[src/rtl/dmem_arbiter.sv]
// Data-memory bus arbiter: shares one memory port between a load unit and a
// store unit, tracks a single outstanding load by tag, and flags a sticky
// error when load data never comes back.
//
// Handshake: a command is presented on proc2Dmem_* for as long as its
// requester holds req; the memory accepts it by returning a nonzero
// Dmem2proc_transaction_tag in that same cycle, and the matching ld_ack or
// st_ack pulses in that cycle. Load data is valid in the single cycle where
// Dmem2proc_data_tag equals the captured tag.
`ifndef XLEN
`define XLEN 32
`endif

module dmem_arbiter #(
    parameter int TAG_W          = 4,
    parameter int TIMEOUT_CYCLES = 64
) (
    input  logic               clock,
    input  logic               reset,
    input  logic               ld_req,
    input  logic [`XLEN-1:0]   ld_addr,
    input  logic [1:0]         ld_size,
    output logic               ld_ack,
    output logic               ld_data_valid,
    output logic [`XLEN-1:0]   ld_data,
    input  logic               st_req,
    input  logic [`XLEN-1:0]   st_addr,
    input  logic [1:0]         st_size,
    input  logic [`XLEN-1:0]   st_data,
    output logic               st_ack,
    output logic [1:0]         proc2Dmem_command,
    output logic [`XLEN-1:0]   proc2Dmem_addr,
    output logic [`XLEN-1:0]   proc2Dmem_data,
    output logic [1:0]         proc2Dmem_size,
    input  logic [TAG_W-1:0]   Dmem2proc_transaction_tag,
    input  logic [TAG_W-1:0]   Dmem2proc_data_tag,
    input  logic [`XLEN-1:0]   Dmem2proc_data,
    output logic               load_busy,
    output logic               timeout_err,
    output logic [1:0]         dbg_state
);

    localparam logic [1:0] BUS_NONE  = 2'd0;
    localparam logic [1:0] BUS_LOAD  = 2'd1;
    localparam logic [1:0] BUS_STORE = 2'd2;
    localparam int         CNT_W     = $clog2(TIMEOUT_CYCLES + 1);

    typedef enum logic [1:0] {IDLE, LOCK_LD, LOCK_ST, WAIT_DATA} state_t;
    typedef enum logic [1:0] {G_NONE, G_LD, G_ST} gnt_t;

    state_t             state_q, state_d;
    gnt_t               gnt_q, gnt_d;
    logic               prio_q, prio_d;
    logic [TAG_W-1:0]   tag_q, tag_d;
    logic [CNT_W-1:0]   cnt_q, cnt_d;
    logic               err_q, err_d;

    gnt_t               gnt_now;
    logic               accepted;
    logic               data_hit;

    // Who owns the bus this cycle: arbitration in IDLE, the locked requester
    // in LOCK_*, and only a store may slip in while a load is outstanding.
    always_comb begin
        gnt_now = G_NONE;
        if (!reset) begin
            case (state_q)
                IDLE: begin
                    if (ld_req && st_req) gnt_now = prio_q ? G_ST : G_LD;
                    else if (ld_req)      gnt_now = G_LD;
                    else if (st_req)      gnt_now = G_ST;
                end
                LOCK_LD:   if (ld_req && gnt_q == G_LD) gnt_now = G_LD;
                LOCK_ST:   if (st_req && gnt_q == G_ST) gnt_now = G_ST;
                WAIT_DATA: if (st_req) gnt_now = G_ST;
                default:   gnt_now = G_NONE;
            endcase
        end
    end

    assign accepted = (gnt_now != G_NONE) && (Dmem2proc_transaction_tag != '0);
    assign data_hit = !reset && (state_q == WAIT_DATA) && (tag_q != '0)
                      && (Dmem2proc_data_tag == tag_q);

    // Bus fields follow the current grant; everything is zero when idle.
    always_comb begin
        proc2Dmem_command = BUS_NONE;
        proc2Dmem_addr    = '0;
        proc2Dmem_data    = '0;
        proc2Dmem_size    = '0;
        case (gnt_now)
            G_LD: begin
                proc2Dmem_command = BUS_LOAD;
                proc2Dmem_addr    = ld_addr;
                proc2Dmem_size    = ld_size;
            end
            G_ST: begin
                proc2Dmem_command = BUS_STORE;
                proc2Dmem_addr    = st_addr;
                proc2Dmem_data    = st_data;
                proc2Dmem_size    = st_size;
            end
            default: ;
        endcase
    end

    assign ld_ack        = accepted && (gnt_now == G_LD);
    assign st_ack        = accepted && (gnt_now == G_ST);
    assign ld_data_valid = data_hit;
    assign ld_data       = data_hit ? Dmem2proc_data : '0;
    assign load_busy     = (state_q == WAIT_DATA);
    assign timeout_err   = err_q;
    assign dbg_state     = state_q;

    // Next-state: lock on an unaccepted grant, track the outstanding load,
    // and age it toward the timeout while no matching data arrives.
    always_comb begin
        state_d = state_q;
        gnt_d   = gnt_q;
        prio_d  = prio_q;
        tag_d   = tag_q;
        cnt_d   = cnt_q;
        err_d   = err_q;
        case (state_q)
            IDLE, LOCK_LD, LOCK_ST: begin
                if (gnt_now == G_NONE) begin
                    state_d = IDLE;
                    gnt_d   = G_NONE;
                end else if (accepted) begin
                    gnt_d = G_NONE;
                    if (gnt_now == G_LD) begin
                        state_d = WAIT_DATA;
                        tag_d   = Dmem2proc_transaction_tag;
                        cnt_d   = '0;
                        prio_d  = 1'b1;
                    end else begin
                        state_d = IDLE;
                        prio_d  = 1'b0;
                    end
                end else begin
                    state_d = (gnt_now == G_LD) ? LOCK_LD : LOCK_ST;
                    gnt_d   = gnt_now;
                end
            end
            WAIT_DATA: begin
                if (st_ack) prio_d = 1'b0;
                if (data_hit) begin
                    state_d = IDLE;
                    tag_d   = '0;
                    cnt_d   = '0;
                end else if (cnt_q == CNT_W'(TIMEOUT_CYCLES - 1)) begin
                    state_d = IDLE;
                    tag_d   = '0;
                    cnt_d   = '0;
                    err_d   = 1'b1;
                end else begin
                    cnt_d = cnt_q + CNT_W'(1);
                end
            end
            default: state_d = IDLE;
        endcase
    end

    // State registers; reset abandons any outstanding load and its tag.
    always_ff @(posedge clock or posedge reset) begin
        if (reset) begin
            state_q <= IDLE;
            gnt_q   <= G_NONE;
            prio_q  <= 1'b0;
            tag_q   <= '0;
            cnt_q   <= '0;
            err_q   <= 1'b0;
        end else begin
            state_q <= state_d;
            gnt_q   <= gnt_d;
            prio_q  <= prio_d;
            tag_q   <= tag_d;
            cnt_q   <= cnt_d;
            err_q   <= err_d;
        end
    end

endmodule

[config.mk]
export PLATFORM = sky130hd
export DESIGN_NAME = dmem_arbiter
export DESIGN_NICKNAME = d
export VERILOG_FILES = /design/src/rtl/dmem_arbiter.sv
export SDC_FILE = /design/constraint.sdc
export NUM_CORES = 1
export LEC_CHECK = 0
export ABC_CLOCK_PERIOD_IN_PS = 3250
export BUFFER_PORTS_ARGS = -buffer_cell sky130_fd_sc_hd__buf_2
export CORE_AREA = 2 2 98 100
export DETAILED_ROUTE_END_ITERATION = 10
export DIE_AREA = 0 0 100 102
export PLACE_DENSITY_LB_ADDON = 0.25
export SLEW_MARGIN = 10
export SYNTH_ARGS = -nofsm -noshare
export SYNTH_HDL_FRONTEND = slang
export SYNTH_SLANG_ARGS = --single-unit
[constraint.sdc]
create_clock -name clock -period 3.25 [get_ports clock]
set_clock_uncertainty 0.05 [all_clocks]
set_input_delay 0.1625 -clock clock [delete_from_list [all_inputs] [get_ports clock]]
set_output_delay 0.1625 -clock clock [all_outputs]
set_load 0.03 [all_outputs]
==> out/summary.txt, run 1 <==
initial core utilization = 20.0%
core area = 9110 um2
initial antenna violation count = 0
P&R area growth vs syn = 77.2%
clk sinks = 17
CTS Buf Count = 3
IO Pins = 251
Yosys top cell by area = dfrtp_1
row count = 35
WP data arrival = 2560 ps
Die Wd = 100 um
Worst Tran Pin Value = 1030 ps
Max Buffers Root-to-Sink = 2
syn nets = 398
Fillers = 984
HP Class = in2reg
synth top area cells = dfrtp_1, and2_1, a22oi_1, nor2_1, ha_1
initial drt markers = 55
worst-path maximum fanout = 34
GRT overflow = 0
leak pwr = 1.94 nW
Avg Cell Area, Syn = 7.36 um2
# setup viols final = 0
Worst Setup Start Kind = register
fraction of the yosys area taken by sequential cells = 23.4%
fin crit share = 85.4%
Post-CTS Setup Repair Bufs = 0
drt pass-1 iters = 4
slew margin rel. = 31.1%
total wire length = 8310 um
Fmax achieved = 360 MHz
root buf cell = clkbuf_8
most instantiated library cell after synthesis = and2_1
Post-synth EDFFs = 0
max-cap violations = 0
synthesized cell area = 1820 um2
library cells used by synthesis = 36
largest net degree at the start of global routing = 69
min cycle time layout = 2780 ps
Final nets = 637
Final ANT Viol Nets = 0
outcome = complete, no violations
Primary FF master, synth = dfrtp_1
setup TNS = 0 ps
PortBufs = 250
Max VDD drop = 0.182 mV
Clk pin slew, worst setup/hold paths = 60 ps
Remaining DRCs = 0
share of layout cells above drive strength 1 = 53.8%
endpoint type of the worst setup path = output pin
first-pass GRT wire length = 12000 um
via count = 2670
vias in the first global route = 2388
Die ar. = 10200 um2
top cells by count, synth = and2_1, nor2_1, a22oi_1, dfrtp_1, clkbuf_1
share of the synthesized area in the top cell type = 23.4%
Worst EP required = 3040 ps
Final Slew Violations = 0
n_diodes = 0
Final Wtd Congestion = 0.784
Max H-tree Level = 1
crit path kind = reg2out
PD cells = 442 nW/um2
CTS tree = yes
Synth Instances = 247
WHS = 115 ps
Util after Layout = 35.4%
Final Hold Vio Count = 0
register bit count reported by yosys = 17
placed wire-length estimate = 6850 um
asr flop ratio synth = 100%
YS warnings = 0
Tot GR Track Use = 15.1%
DR WL/cell = 13.9 um
worst skew pair latency = 250 ps
Die H = 102 um
RSZ-0062 raised after global routing = no
Avg Vias per Cell = 4.48
[worst paths after layout]
| kind | slack, ps | start | cells after the start | to |
|---|---|---|---|---|
| worst max-delay path | 470 | dbg_state[0]$_DFFE_PP0N_ | 6 | proc2Dmem_size[1] |
| worst min-delay path | 110 | Dmem2proc_transaction_tag[2] | 2 | tag_q[2]$_DFFE_PP0P_ |
| worst max register to register | 660 | dbg_state[0]$_DFFE_PP0N_ | 9 | tag_q[2]$_DFFE_PP0P_ |
| worst min register to register | 400 | timeout_err$_DFFE_PP0P_ | 1 | timeout_err$_DFFE_PP0P_ |
| max in group asynchronous | 2500 | reset | 4 | cnt_q[6]$_DFFE_PP0P_ |
| min in group asynchronous | 460 | reset | 4 | dbg_state[0]$_DFFE_PP0N_ |
[cell usage in the layout, fill, tap and decap left out, types with 4 or more instances in the layout]
master	instances
nand2_1	9
nor2_1	37
a22o_1	6
dfrtp_1	17
buf_2	250
nand3_1	6
a22oi_1	34
o21ai_0	5
xnor2_1	4
inv_1	9
ha_1	6
and2_1	65
[stage by stage]
step	total power, mW	cells	worst slack, ps	area [um2]
6_report	1.42	596	474	3220
5_1_grt	1.55	596	201	3220
4_1_cts	1.43	596	92.2	3200
3_5_place_dp	1.27	591	364	3150
3_3_place_gp	1.26	591	577	3150
2_1_floorplan	0.990	247	395	1820
[worst max-delay path: stages, from the launching register on]
cell,delay (ps)
dfrtp_1,430
a21oi_1,130
a31oi_1,60
nor4b_2,430
ha_1,910
nor2_1,130
buf_2,220
[repair_timing]
action	CTS	global route
hold buffers	1	0
gates resized for setup	0	2
endpoints found under the hold margin	17	0
endpoints found under the setup margin	0	42
[layout make-up]
| cell class | count | area (um2) | area share [%] |
|---|---|---|---|
| flip-flops and latches | 17 | 425 | 13.2 |
| inverters | 9 | 33.8 | 1.05 |
| clock buffers | 4 | 45.0 | 1.40 |
| multi-input cells | 201 | 1290 | 40.2 |
| repair buffers | 254 | 1280 | 39.9 |
| well taps | 111 | 139 | 4.31 |
[logic make-up after synthesis]
group,after synthesis,share of synthesized area (%)
compound gates,61,25.5
xor+xnor,5,2.41
fa+ha+maj,7,4.82
buf+inv,29,6.47
flops,17,23.4
simple gates,128,37.4
[power by group]
part | switching [mW] | internal (mW) | total [mW]
Clock | 0.0663 | 0.0868 | 0.153
Sequential | 0.0760 | 0.283 | 0.359
Combinational | 0.582 | 0.329 | 0.912
Total | 0.725 | 0.699 | 1.42
[routing by layer]
metal / up-vias / global-route usage (%) / wire length (um)
met5: - / 0 / 0
met4: 0 / 5.80 / 196
met3: 10 / 3.01 / 803
met2: 163 / 29.0 / 4220
met1: 1167 / 16.2 / 3090
li1: 1330 / - / -
[flip-flops by register name, indices dropped and copies added (netlist names)]
name and cells:
timeout_err 1, prio_q 1, cnt_q 7, gnt_q 2
tag_q 4, dbg_state 2
Note: power is estimated with default switching activity, not from simulation.
==> inputs of run 2 (changes only) <==
--- a/config.mk
+++ b/config.mk
@@ -5,12 +5,14 @@
 export SDC_FILE = /design/constraint.sdc
 export NUM_CORES = 1
 export LEC_CHECK = 0
+export ABC_AREA = 1
 export ABC_CLOCK_PERIOD_IN_PS = 3250
 export BUFFER_PORTS_ARGS = -buffer_cell sky130_fd_sc_hd__buf_2
 export CORE_AREA = 2 2 98 100
 export DETAILED_ROUTE_END_ITERATION = 10
 export DIE_AREA = 0 0 100 102
 export PLACE_DENSITY_LB_ADDON = 0.25
+export SETUP_SLACK_MARGIN = 0.4
 export SLEW_MARGIN = 10
 export SYNTH_ARGS = -nofsm -noshare
 export SYNTH_HDL_FRONTEND = slang
==> out/summary.txt, run 2 <==
Final Wtd Congestion = 0.879 (was 0.784)
initial antenna violation count = 1 (was 0)
initial core utilization = 23.5% (was 20.0%)
IO Pins = 251 (unchanged)
Final Hold Vio Count = 0 (unchanged)
Max Buffers Root-to-Sink = 2 (unchanged)
min cycle time layout = 2520 ps (was 2780 ps)
Reg2Reg Setup Slack = 820 ps (was 660 ps)
Total Power = 1.46 mW (was 1.42 mW)
HP Class = in2reg (unchanged)
synth top area cells = nand2_1, dfrtp_1, inv_1, a21oi_1, nor2_1 (was dfrtp_1, and2_1, a22oi_1, nor2_1, ha_1)
most common cell after layout, fill and taps aside = buf_2 (unchanged)
GRT overflow = 0 (unchanged)
Max H-tree Level = 1 (unchanged)
max-cap violations = 0 (unchanged)
crit path kind = reg2out (unchanged)
synthesized cell area = 2140 um2 (was 1820 um2)
largest net degree at the start of global routing = 44 (was 69)
post-route insts no fill = 752 (was 596)
Crit path largest cell delay = 410 ps (was 910 ps)
DR WL/cell = 11.3 um (was 13.9 um)
first-pass GRT wire length = 12200 um (was 12000 um)
Final Slew Violations = 0 (unchanged)
Worst EP required = 3040 ps (about the same)
most instantiated library cell after synthesis = nand2_1 (was and2_1)
worst skew pair latency = 260 ps (was 250 ps)
Avg Vias per Cell = 4.21 (was 4.48)
fraction of the yosys area taken by sequential cells = 19.8% (was 23.4%)
Worst Tran Pin Value = 788 ps (was 1030 ps)
biggest regs = cnt_q: 7 flops, tag_q: 4 flops (unchanged)
WHS = 198 ps (was 115 ps)
Switching Fraction = 55.1% (was 50.9%)
Clk pin slew, worst setup/hold paths = 70 ps (was 60 ps)
P&R area growth vs syn = 66.4% (was 77.2%)
syn nets = 551 (was 398)
top cells by count, synth = nand2_1, inv_1, nor2_1, a21oi_1, dfrtp_1 (was and2_1, nor2_1, a22oi_1, dfrtp_1, clkbuf_1)
total wire length = 8530 um (was 8310 um)
clk sinks = 17 (unchanged)
Remaining DRCs = 0 (unchanged)
PortBufs = 250 (unchanged)
endpoint type of the worst setup path = output pin (unchanged)
YS warnings = 0 (unchanged)
vias in the first global route = 2727 (was 2388)
CTS tree = yes (unchanged)
fin crit share = 77.6% (was 85.4%)
number of flip-flops in the largest register = 7 (unchanged)
internal power = 0.657 mW (was 0.699 mW)
worst-path maximum fanout = 43 (was 34)
RSZ-0062 raised after global routing = no (unchanged)
setup TNS = 0 ps (unchanged)
reg2reg start = dbg_state[0]$_DFFE_PP0N_ (unchanged)
Tot GR Track Use = 14.5% (was 15.1%)
largest register by flop count = cnt_q (unchanged)
asr flop ratio synth = 100% (unchanged)
CTS Buf Count = 3 (unchanged)
Final ANT Viol Nets = 0 (unchanged)
outcome = complete, no violations (unchanged)
Avg Cell Area, Syn = 5.36 um2 (was 7.36 um2)
Psw = 0.806 mW (was 0.725 mW)
CP top delay family = buffers and inverters (was adder cells)
hold endpoint = tag_q[3]$_DFFE_PP0P_ (was tag_q[2]$_DFFE_PP0P_)
# setup viols final = 0 (unchanged)
Max VDD drop = 0.199 mV (was 0.182 mV)
placed cells = 746 (was 591)
Die H = 102 um (unchanged)
WHS Path Cells = 5 (was 2)
register bit count reported by yosys = 17 (unchanged)
hold path start = Dmem2proc_transaction_tag[3] (was Dmem2proc_transaction_tag[2])
Yosys top cell by area = nand2_1 (was dfrtp_1)
clock share of power = 11.2% (was 10.8%)
root buf cell = clkbuf_8 (unchanged)
via count = 3163 (was 2670)
Critical Path Source = dbg_state[1]$_DFFE_PP0N_ (was dbg_state[0]$_DFFE_PP0N_)
Post-CTS Setup Repair Bufs = 0 (unchanged)
Die ar. = 10200 um2 (unchanged)
leak pwr = 2.49 nW (was 1.94 nW)
WP data arrival = 2310 ps (was 2560 ps)
reg2reg end = cnt_q[1]$_DFFE_PP0P_ (was tag_q[2]$_DFFE_PP0P_)
share of the synthesized area in the top cell type = 24.5% (was 23.4%)
PD cells = 410 nW/um2 (was 442 nW/um2)
Worst Setup Start Kind = register (unchanged)
slew margin rel. = 47.3% (was 31.1%)
library cells used by synthesis = 22 (was 36)
core area = 9110 um2 (unchanged)
row count = 35 (unchanged)
Primary FF master, synth = dfrtp_1 (unchanged)
share of layout cells above drive strength 1 = 43.0% (was 53.8%)
crit-path cells = inv_1 -> nor2_1 -> nand2_1 -> nand4_1 -> inv_1 -> ha_4 -> buf_12 -> nand2_1 -> a21oi_1 -> buf_2 (was a21oi_1 -> a31oi_1 -> nor4b_2 -> ha_1 -> nor2_1 -> buf_2)
most frequent cells in the layout = buf_2, nand2_1, inv_1 (was buf_2, and2_1, nor2_1)
placed wire-length estimate = 7120 um (was 6850 um)
Synth Instances = 400 (was 247)
slowest CP cell = dfrtp_1 (was ha_1)
combinational share of power = 67.6% (was 64.0%)
Post-synth EDFFs = 0 (unchanged)
Final nets = 792 (was 637)
Util after Layout = 39.2% (was 35.4%)
drt pass-1 iters = 4 (unchanged)
Critical path buffers and inverters = 4 (was 1)
initial drt markers = 101 (was 55)
Die Wd = 100 um (unchanged)
Flop pwr share = 21.2% (was 25.2%)
Worst Reg-to-Reg Cells = 12 (was 9)
Fmax achieved = 397 MHz (was 360 MHz)
[run 2: changes by cell type after synthesis, moves of 4 or more]
| cell | previous run | this run |
|---|---|---|
| nand3_1 | 6 | 15 |
| xnor2_1 | 4 | 0 |
| a21oi_1 | 2 | 36 |
| nand2_1 | 9 | 140 |
| a22oi_1 | 34 | 0 |
| nor2_4 | 0 | 9 |
| inv_1 | 9 | 92 |
| a22o_1 | 6 | 0 |
| and2_1 | 65 | 0 |
| nor2_1 | 37 | 41 |
[run 2: cell families (layout without fill, tap and decap cells)]
kind of cell / after synthesis / after routing / share of synthesized area [%]
other: 0 / 1 / 0
and+or+nand+nor: 213 / 213 / 42.4
xor gates and xnor gates: 4 / 4 / 1.63
DFF: 17 / 17 / 19.8
adders and majority gates: 7 / 7 / 4.08
buffers and inverters: 112 / 352 / 20.6
AOI/OAI and AO/OA: 47 / 47 / 11.4
[run 2: timing repair]
| action | in CTS | in global routing |
|---|---|---|
| hold buffers | 1 | 0 |
| gates resized for setup | 0 | 3 |
| endpoints found under the hold margin | 17 | 0 |
| endpoints found under the setup margin | 0 | 33 |
[run 2: worst min-delay path, cell delays in order]
cell     delay [ps]
buf_2            90
inv_1            50
nor2_1           40
nand3_1          70
nand2_1          50
[run 2: metal layers]
metal / track usage, % / routed length (um) / up-vias
met2: 28.7 / 4670 / 134
met1: 16.0 / 3110 / 1369
met4: 2.95 / 127 / 0
li1: - / - / 1650
met3: 3.01 / 615 / 10
met5: 0 / 0 / -
[run 2: through the flow]
step | setup WS [ps] | cell area (um2)
after detailed placement | 822 | 3490
after floorplan | 817 | 2140
after global placement | 851 | 3490
after global routing | 458 | 3570
after CTS | 515 | 3550
final | 729 | 3570
[run 2: area by class of cell]
| type | instances | area, um2 |
|---|---|---|
| antenna | 1 | 2.50 |
| sequential | 17 | 425 |
| clock buffer | 3 | 41.3 |
| multi-input combinational | 271 | 1290 |
| fill | 995 | 5540 |
| inverter | 92 | 345 |
| tap | 111 | 139 |
| clock inverter | 1 | 7.51 |
| timing repair buffer | 256 | 1320 |
[run 2: power groups by stage]
stage	sequential, mW	combinational [mW]	clock, mW
final	0.311	0.989	0.164
after global routing	0.320	1.10	0.179
after CTS	0.313	0.989	0.169
after detailed placement	0.317	0.983	0
after global placement	0.314	0.976	0
after floorplan	0.324	0.662	0
[run 2: how the worst max path moves through the flow]
stage                    endpoint  slack, ps  depth (start not counted)
6_report        proc2Dmem_addr[1]        730                         10
5_1_grt        proc2Dmem_addr[19]        460                          9
4_1_cts         proc2Dmem_addr[9]        510                          9
3_5_place_dp    proc2Dmem_addr[9]        820                          9
3_3_place_gp    proc2Dmem_addr[9]        850                          9
2_1_floorplan  proc2Dmem_addr[16]        820                          9
==> inputs of run 3 (changes only) <==
--- a/config.mk
+++ b/config.mk
@@ -5,8 +5,8 @@
 export SDC_FILE = /design/constraint.sdc
 export NUM_CORES = 1
 export LEC_CHECK = 0
-export ABC_AREA = 1
-export ABC_CLOCK_PERIOD_IN_PS = 3250
+export ABC_AREA = 0
+export ABC_CLOCK_PERIOD_IN_PS = 2500
 export BUFFER_PORTS_ARGS = -buffer_cell sky130_fd_sc_hd__buf_2
 export CORE_AREA = 2 2 98 100
 export DETAILED_ROUTE_END_ITERATION = 10
==> constraint.sdc (replaced) <==
create_clock -name clock -period 2.5 [get_ports clock]
set_clock_uncertainty 0.05 [all_clocks]
set_input_delay 0.125 -clock clock [delete_from_list [all_inputs] [get_ports clock]]
set_output_delay 0.125 -clock clock [all_outputs]
set_load 0.03 [all_outputs]
==> out/summary.txt, run 3 (synthesis results as in run 1) <==
Max Buffers Root-to-Sink = 2 (unchanged)
number of flip-flops in the largest register = 7 (unchanged)
Worst Setup Start Kind = register (unchanged)
fin crit share = 93.7%
P&R area growth vs syn = 144% (was 66.4%)
core area = 9110 um2 (unchanged)
Reg2Reg Setup Slack = 210 ps (was 820 ps)
drt pass-1 iters = 4 (unchanged)
initial drt markers = 110 (was 101)
max-cap violations = 0 (unchanged)
CTS tree = yes (unchanged)
Final Hold Vio Count = 0 (unchanged)
biggest regs = cnt_q: 7 flops, tag_q: 4 flops (unchanged)
Fmax achieved = 427 MHz
first-pass GRT wire length = 12300 um (was 12200 um)
Final nets = 679 (was 792)
Max H-tree Level = 1 (unchanged)
Die H = 102 um (unchanged)
DR WL/cell = 15.0 um (was 11.3 um)
Avg Vias per Cell = 4.59 (was 4.21)
row count = 35 (unchanged)
total wire length = 9560 um (was 8530 um)
Max VDD drop = 0.462 mV (was 0.199 mV)
IO Pins = 251 (unchanged)
reg2reg start = dbg_state[0]$_DFFE_PP0N_ (unchanged)
Final Slew Violations = 0 (unchanged)
PortBufs = 250 (unchanged)
hold path start = Dmem2proc_transaction_tag[1] (was Dmem2proc_transaction_tag[3])
WHS Path Cells = 2 (was 5)
Worst Tran Pin Value = 808 ps (was 788 ps)
most frequent cells in the layout = buf_2, buf_4, buf_6 (was buf_2, nand2_1, inv_1)
Final Wtd Congestion = 0.751 (was 0.879)
worst skew pair latency = 250 ps (was 260 ps)
Worst EP required = 2330 ps (was 3040 ps)
Remaining DRCs = 0 (unchanged)
GRT overflow = 0 (unchanged)
share of layout cells above drive strength 1 = 76.7% (was 43.0%)
via count = 2929 (was 3163)
leak pwr = 2.27 nW (was 2.49 nW)
vias in the first global route = 2593 (was 2727)
placed wire-length estimate = 6320 um (was 7120 um)
CTS Buf Count = 3 (unchanged)
fin area = 4440 um2 (was 3570 um2)
initial antenna violation count = 0 (was 1)
PD cells = 578 nW/um2 (was 410 nW/um2)
HP Class = in2reg (unchanged)
hold endpoint = tag_q[1]$_DFFE_PP0P_ (was tag_q[3]$_DFFE_PP0P_)
WHS = 62.0 ps (was 198 ps)
initial core utilization = 20.0% (was 23.5%)
worst-path maximum fanout = 10 (was 43)
slew margin rel. = 46.0% (was 47.3%)
largest register by flop count = cnt_q (unchanged)
clk sinks = 17 (unchanged)
# setup viols final = 0 (unchanged)
root buf cell = clkbuf_8 (unchanged)
outcome = complete, no violations (unchanged)
Worst Reg-to-Reg Cells = 11 (was 12)
min cycle time layout = 2340 ps
most common cell after layout, fill and taps aside = buf_2 (unchanged)
Die Wd = 100 um (unchanged)
n_diodes = 0 (was 1)
Tot GR Track Use = 15.0% (was 14.5%)
endpoint type of the worst setup path = output pin (unchanged)
Final ANT Viol Nets = 0 (unchanged)
crit path kind = reg2out (unchanged)
RSZ-0062 raised after global routing = yes (was no)
Die ar. = 10200 um2 (unchanged)
WP data arrival = 2170 ps (was 2310 ps)
reg2reg end = tag_q[0]$_DFFE_PP0P_ (was cnt_q[1]$_DFFE_PP0P_)
placed instance area = 3430 um2 (was 3490 um2)
largest net degree at the start of global routing = 41 (was 44)
Clk pin slew, worst setup/hold paths = 60 ps (was 70 ps)
==> run 3: cell types whose count changed in the layout (fill, tap and decap cells not counted), sizes merged, moves of 4 or more <==
| cell | previous run | this run |
|---|---|---|
| nor2 | 50 | 38 |
| nand2 | 142 | 9 |
| inv | 92 | 9 |
| xnor2 | 0 | 4 |
| and2 | 0 | 65 |
| buf | 255 | 291 |
| a22oi | 0 | 34 |
| a21oi | 36 | 3 |
| a22o | 0 | 6 |
| o21ai | 9 | 5 |
| nand3 | 16 | 6 |
| clkbuf | 3 | 8 |
==> run 3: worst max-delay path by stage <==
stage                              endpoint  cells after the start                     start  slack, ps
after floorplan           proc2Dmem_addr[1]                      7  dbg_state[0]$_DFFE_PP0N_        290
after global placement    proc2Dmem_addr[6]                      7      gnt_q[0]$_DFFE_PP0N_         30
after detailed placement  proc2Dmem_addr[6]                      7      gnt_q[0]$_DFFE_PP0N_        -70
after CTS                 proc2Dmem_addr[8]                      9  dbg_state[0]$_DFFE_PP0N_        140
after global routing      proc2Dmem_addr[6]                      9  dbg_state[0]$_DFFE_PP0N_         40
final                     proc2Dmem_addr[6]                      9  dbg_state[0]$_DFFE_PP0N_        160
==> run 3: metrics by stage <==
step	TNS [ps]	power (mW)	instances	setup slack, ps	utilization, %
floorplan	0	1.49	247	288	-
global placement	0	1.88	599	31.5	37.7
detailed placement	-356	1.89	599	-72.3	37.7
CTS	0	2.36	615	140	42.2
global route	0	2.74	638	43.6	48.7
finish	0	2.56	638	158	48.7
==> run 3: timing repair <==
| action | in CTS | in global routing |
|---|---|---|
| pin swaps | 5 | 35 |
| cloned | 2 | 7 |
| setup endpoints to repair | 108 | 116 |
| hold buffers | 1 | 0 |
| endpoints found under the hold margin | 17 | 0 |
| setup buffers | 9 | 16 |
| resized for setup | 63 | 153 |
==> run 3: report_power, final <==
group / switching (mW) / internal, mW
logic: 1.05 / 0.837
clock network: 0.0944 / 0.113
registers: 0.0973 / 0.369
==> run 3: area by class of cell <==
cell class,count,area [um2]
flip-flops and latches,17,427
clock buffers,4,45.0
fillers,897,4670
well taps,111,139
repair buffers,296,2050
multi-input cells,201,1740
inverters,9,33.8
==> run 3: routing by layer <==
layer	wire, um	track usage, %	vias to the layer above
met5	0	0	-
met4	153	4.64	0
met3	468	1.85	15
met2	5340	27.9	132
met1	3590	18.1	1366
li1	-	-	1416
==> run 3: worst max-delay path: stages (launching register included) <==
cell and delay (ps):
dfrtp_2 430, a21oi_2 110, a31oi_1 60, nor4b_2 320
buf_4 190, ha_4 230, buf_12 160, a22oi_1 120
nor2_4 120, buf_4 160
